File: src/rtl/cpu_fpu_muladd_arbiter_pkg.sv
// cpu_fpu_muladd_arbiter_pkg: shared types for the shared-unit arbiters
package cpu_fpu_muladd_arbiter_pkg;
    localparam int OP_W = 32;
    typedef enum logic [1:0] {IDLE, BUSY, DONE} arb_state_t;
endpackage

File: src/rtl/cpu_fpu_muladd_arbiter_rr_pick.sv
// cpu_rr_pick: round-robin picker, first asserted request at or above rr_ptr with wrap
module cpu_rr_pick #(
    parameter int NUM_REQ = 2,
    parameter int IDX_W = $clog2(NUM_REQ)
) (
    input  logic [NUM_REQ-1:0] request,
    input  logic [IDX_W-1:0]   rr_ptr,
    output logic               valid,
    output logic [IDX_W-1:0]   grant
);
    logic [IDX_W-1:0] k;
    assign valid = |request;
    // Scan from the farthest offset down so the nearest hit to rr_ptr wins
    always_comb begin
        grant = '0;
        k = '0;
        for (int i = NUM_REQ - 1; i >= 0; i--) begin
            k = IDX_W'((int'(rr_ptr) + i) % NUM_REQ);
            grant = request[k] ? k : grant;
        end
    end
endmodule

File: src/rtl/cpu_fpu_muladd_arbiter.sv
// cpu_fpu_muladd_arbiter: round-robin sharing of one multi-cycle muladd unit
module cpu_fpu_muladd_arbiter
    import cpu_fpu_muladd_arbiter_pkg::*;
#(
    parameter int NUM_REQ = 2,
    parameter int IDX_W = $clog2(NUM_REQ)
) (
    input  logic                    i_clock,
    input  logic                    i_reset,
    input  logic [NUM_REQ-1:0]      i_request,
    input  logic [NUM_REQ*OP_W-1:0] i_op1,
    input  logic [NUM_REQ*OP_W-1:0] i_op2,
    input  logic [NUM_REQ*OP_W-1:0] i_op3,
    output logic [NUM_REQ-1:0]      o_ready,
    output logic [OP_W-1:0]         o_result,
    output logic                    o_busy,
    output logic                    o_fpu_request,
    output logic [OP_W-1:0]         o_fpu_op1,
    output logic [OP_W-1:0]         o_fpu_op2,
    output logic [OP_W-1:0]         o_fpu_op3,
    input  logic                    i_fpu_ready,
    input  logic [OP_W-1:0]         i_fpu_result
);
    arb_state_t       state;
    logic [IDX_W-1:0] grant, rr_ptr, pick;
    logic             pick_valid;

    cpu_rr_pick #(.NUM_REQ(NUM_REQ), .IDX_W(IDX_W)) u_pick (
        .request(i_request),
        .rr_ptr (rr_ptr),
        .valid  (pick_valid),
        .grant  (pick)
    );

    assign o_busy    = state != IDLE;
    assign o_fpu_op1 = i_op1[OP_W*grant +: OP_W];
    assign o_fpu_op2 = i_op2[OP_W*grant +: OP_W];
    assign o_fpu_op3 = i_op3[OP_W*grant +: OP_W];

    // DONE waits for the unit to drop ready too, so it is idle before the next issue
    always_ff @(posedge i_clock) begin
        if (i_reset) begin
            state         <= IDLE;
            grant         <= '0;
            rr_ptr        <= '0;
            o_ready       <= '0;
            o_result      <= '0;
            o_fpu_request <= 1'b0;
        end else begin
            case (state)
                IDLE: if (pick_valid) begin
                    grant         <= pick;
                    o_fpu_request <= 1'b1;
                    state         <= BUSY;
                end
                BUSY: if (i_fpu_ready) begin
                    o_result      <= i_fpu_result;
                    o_ready       <= i_request & (NUM_REQ'(1) << grant);
                    o_fpu_request <= 1'b0;
                    state         <= DONE;
                end
                DONE: begin
                    o_ready <= o_ready & i_request;
                    if (!i_request[grant] && !i_fpu_ready) begin
                        rr_ptr <= (grant == IDX_W'(NUM_REQ - 1)) ? '0 : grant + 1'b1;
                        state  <= IDLE;
                    end
                end
                default: state <= IDLE;
            endcase
        end
    end
endmodule

File: config.mk
export PLATFORM = sky130hd
export DESIGN_NAME = cpu_fpu_muladd_arbiter
export DESIGN_NICKNAME = d
export VERILOG_FILES = /design/src/rtl/cpu_fpu_muladd_arbiter_pkg.sv /design/src/rtl/cpu_fpu_muladd_arbiter_rr_pick.sv /design/src/rtl/cpu_fpu_muladd_arbiter.sv
export SDC_FILE = /design/constraint.sdc
export NUM_CORES = 1
export LEC_CHECK = 0
export ABC_AREA = 1
export BUFFER_PORTS_ARGS = -buffer_cell sky130_fd_sc_hd__buf_2
export CAP_MARGIN = 5
export CORE_AREA = 2 2 140 142
export CTS_BUF_LIST = sky130_fd_sc_hd__clkbuf_8
export CTS_CLUSTER_DIAMETER = 60
export DETAILED_ROUTE_END_ITERATION = 8
export DIE_AREA = 0 0 142 144
export SYNTH_ARGS = -nofsm -noshare
export SYNTH_HDL_FRONTEND = slang
export SYNTH_HIERARCHICAL = 1
export SYNTH_SLANG_ARGS = --single-unit
export TNS_END_PERCENT = 5
File: constraint.sdc
create_clock -name i_clock -period 2.8 [get_ports i_clock]
set_input_delay 0.56 -clock i_clock [delete_from_list [all_inputs] [get_ports i_clock]]
set_output_delay 0.56 -clock i_clock [all_outputs]
set_load 0.02 [all_outputs]
Word level (Yosys, flattened, before mapping)
Cells that the tools add are included.
{ "classes": {"muxes": 18, "div_mod_pow": 0, "eq_ne": 5, "shifts": 4, "reduce_logical": 14, "n_addsub": 2, "bitwise": 2, "mul": 0, "magnitude_cmp": 3} }
{ "op_table": {"columns": ["operator", "n"], "rows": [
  ["variable part select 64 x 7 -> 32 bit", 3],
  ["two-way mux 1 bit", 11],
  ["two-way mux 2 bit", 4],
  ["AND reduction 2 bit", 4],
  ["less-than comparator 1 x 2 -> 1 bit (second input constant)", 3],
  ["!= test 2 bit (second input constant)", 3],
  ["one-hot mux 2 bit (3 select lines)", 1],
  ["AND reduction 3 bit", 2],
  ["nonzero test 2 bit", 3],
  ["AND 2 bit", 2],
  ["one-hot mux 2 bit (2 select lines)", 1],
  ["adder 1 bit (second input constant)", 2],
  ["equality test 2 x 1 -> 1 bit (second input constant)", 1],
  ["equality test 2 bit (second input constant)", 1],
  ["logical NOT 1 bit", 2],
  ["logical NOT 2 bit", 1],
  ["one-hot mux 1 bit (2 select lines)", 1],
  ["OR reduction 2 bit", 1],
  ["<< shifter 1 x 1 -> 2 bit (first input constant)", 1],
  ["logical AND 1 bit", 1]
]} }
{ "totals": {"ram_bits": 0, "in_bits": 229, "latch_bits": 0, "mem_count": 0, "out_inout_bits": 132, "romBits": 0, "ff_bits": 39, "wordCells": 54} }

Depth between registers and ports, before layout
{ "logic_depth": {"ltp_word": 6, "mapped_depth": 7, "depth_no_buf": 7} }

Hierarchy
Netlist, hierarchy kept.
{ "modules_own_cells": {"columns": ["mod", "instances", "area_per_inst_um2", "seq_area_each_um2", "cells_each"], "rows": [
  ["cpu_fpu_muladd_arbiter", 1, 2662.6, 780.7, 496],
  ["cpu_rr_pick", 1, 18.8, 0.0, 4]
]} }

Worst setup path after synthesis
OpenSTA, ideal clock, no wires.
{ "synth_path": {"kind": "register to output", "from": "register grant", "to": "output o_fpu_op2[12]", "stages_incl_launch_ff": 6, "required_time_ps": 2240, "n_path_buf": 3, "t_arrival_ps": 961, "slack_ps": 1279, "path_cell_list": "dfxtp_1 -> buf_4 -> buf_4 -> buf_4 -> nand2_1 -> nand2_1"} }
{ "synth_between": {"elab_chain_len": 1} }
{ "synth_lines": {"columns": ["element", "line_no", "source"], "rows": [
  ["start: declaration", "cpu_fpu_muladd_arbiter.sv:25", "logic [IDX_W-1:0] grant, rr_ptr, pick;"],
  ["start signal: assignment", "cpu_fpu_muladd_arbiter.sv:52", "grant <= pick;"],
  ["variable part select 64 x 7 -> 32 bit", "cpu_fpu_muladd_arbiter.sv:37", "assign o_fpu_op2 = i_op2[OP_W*grant +: OP_W];"],
  ["end: declaration", "cpu_fpu_muladd_arbiter.sv:19", "output logic [OP_W-1:0] o_fpu_op2,"]
]} }
Every way passes these cells.

Worst setup path after layout
{ "layout_path": {"from": "register grant", "to": "output o_fpu_op2[8]"} }
The elaborated chain is that of the path after synthesis.

==> flow_summary.yaml <==
final_layout:
  areaGrowthSynthToFinish_pct: 78.5
  finalInstanceArea_um2: 4790
  layout.nets: 1069
  nFillCells: 2188
  drive_gt1_share_pct: 44.7
floorplanning:
  row_count: 51
  ios: 361
  fp.dieH_um: 144
  start_util_pct: 14.1
  die_w_um: 142
  core_area_um2: 19100
  die-area_um2: 20400
yosys:
  synth_top_cells_by_area: "nand2_1 (43%), dfxtp_1 (29%), a21oi_1 (7.1%)"
  synth_top_area_cell: "nand2_1"
  synth_commonest_cells: "nand2_1 (304), inv_1 (41), dfxtp_1 (39)"
  synth_edf_count: 0
  synth-seq-area-share_pct: 29.1
  syn_area_um2: 2680
  ys_seq_elements: 39
  synth.net_count: 729
  synthArstFlopShare_pct: 0
  ys_dominant_reg_cell: "dfxtp_1"
  synth.most_common_cell: "nand2_1"
  synth_area_per_cell_um2: 5.36
  syn_inst: 500
  synth_warnings: 6
  synth_top_area_share_pct: 42.6
  synth.distinct_cells: 16
run_status:
  status: "completed"
cts:
  clock_path_buffers: 2
  clk_pin_slew_ns: 0.08
  cts_max_level: 2
  clock_latency_ns: 0.29
  cts_tree: "built"
  numCtsBuffers: 5
  post_cts_resize_count: 0
  hold_buffers: 0
  cts_root_buf: "clkbuf_8"
  cts_setup_buffers: 0
  cts.sinks: 39
sta:
  rsz0062_at_grt: "no"
  timing.setup.tns_ns: 0
  timing.hold.ws_ns: 0.444
  fmax_mhz: 462
  finalSetupViolCount: 0
  fin_crit_ns: 2.16
  finalMaxSlewViolations: 0
  skew_ns: 0.00400
  tightest_slew_ns: 0.530
  max_slew_margin_pct: 64.6
  min_period_over_period_pct: 77.3
  final-hold-violation-count: 0
power_and_ir_drop:
  pwr-share-clk_pct: 20.1
  p_total_uw: 2100
  max-vdd-ir-drop_v: 0.000336
  switchingPower_uw: 901
  p_per_area_nw_per_um2: 439
  swShare_pct: 42.9
  p_leak_uw: 0.00297
  internal_power_uw: 1200
  combPwrFrac_pct: 50.3
  pwr-share-seq_pct: 29.6
placement:
  numPortBuffers: 360
  gp_congestion: 0.793
  dp_hpwl_mm: 11.2
  placed_area_um2: 4680
flow_run:
  maxCapViolations: 0
hold_path:
  min_path_type: "reg2reg"
detailed_routing:
  avgRoutedWirePerCell_um: 12.9
  drc: 0
  ant_nets: 0
  drt_pass1_iterations: 4
  vias: 4177
  drtIter0Drc: 160
  via_per_inst: 3.87
  routed_wl_mm: 13.9
critical_path:
  critPathMaxStageDelay_ns: 0.36
  cp-start-kind: "flop"
  path_cells: "inv_2 > buf_12 > nand2_1 > nand2_1 > buf_2"
  cp_slowest_cell: "dfxtp_4"
  critPathKind: "reg2out"
  worstPathArrival_ns: 1.60
  endpoint_kind: "output pin"
  cp_common_cell: "nand2_1"
  required_ns: 2.24
  critPathMaxFanout: 47
global_routing:
  grt_overflow: 0
  antenna_found_initial: 1
  gr-usage-all-layers_pct: 12.2
  grt_start_max_net_pins: 101
  grt_pass1_wl_mm: 19.6
  grt_pass1_vias: 3649
layout make-up:
cell class,count,area (um^2),share of cell area [%]
Clock buffer,7,96.3,2.01
Antenna cell,1,2.50,0.0523
Inverter,44,165,3.45
Sequential cell,39,785,16.4
Timing Repair Buffer,364,1880,39.3
Multi-Input combinational cell,386,1550,32.5
Clock inverter,1,3.75,0.0784
Tap cell,238,298,6.22
placed cells by master (no fill, tap or decap):
| cell type | instances |
|---|---|
| o21bai_1 | 1 |
| nor2_1 | 5 |
| or2_1 | 1 |
| buf_2 | 360 |
| clkbuf_8 | 7 |
| o21ai_0 | 33 |
| buf_12 | 4 |
| diode_2 | 1 |
| inv_2 | 3 |
| dfxtp_1 | 38 |
| nand3_2 | 1 |
| nand3_1 | 3 |
| nand2_1 | 304 |
| a21oi_1 | 38 |
| inv_1 | 42 |
| dfxtp_4 | 1 |
power groups by stage:
stage,clock network (uW),registers (uW),logic [uW]
floorplan,0,681,563
global placement,0,632,1060
detailed placement,0,632,1060
CTS,446,621,1070
global route,468,626,1170
finish,422,620,1060
per-stage QoR:
step           std cells  utilization, %  worst slack (ns)
5_1_grt             1079            25.1             0.507
2_1_floorplan        500               -              1.28
4_1_cts             1079            25.1             0.594
6_report            1080            25.1             0.636
3_5_place_dp        1071            24.5             0.932
3_3_place_gp        1071            24.5             0.934
logic make-up (layout without fill, tap and decap cells):
logic type      after synthesis  after routing  synth area share (%)
other cells                   0              1                     0
flops                        39             39                  29.1
compound gates               72             72                  13.5
simple gates                314            314                  44.4
buf+inv                      75            416                  12.9
state kept, by name, indices dropped and copies added (netlist names):
signal and cells:
o_result 32, o_ready 2, o_fpu_request 1, rr_ptr 1, state 2, grant 1
layer usage:
layer / up-vias / part of all wire (%) / track usage (%)
met1: 1767 / 43 / 15.8
met2: 209 / 47 / 20.4
met5: - / 0 / 0
met3: 15 / 8.8 / 2.91
li1: 2186 / - / -
met4: 0 / 1.3 / 3.32
path summary, 6_finish.rpt:
check | from | endpoint | slack, ns | depth (start not counted)
min reg2reg | o_result[19] | o_result[19] | 0.44 | 2
max reg2reg | grant | rr_ptr | 1.42 | 6
max | grant | o_fpu_op2[8] | 0.64 | 5
min | o_result[19] | o_result[19] | 0.44 | 2
worst max-delay path, delay by kind of cell, from the launching register on:
kind	cells	cell delay, ns
buf+inv	3	0.76
flops	1	0.36
simple gates	2	0.17
No activity file was read; power rests on OpenSTA's default activity.
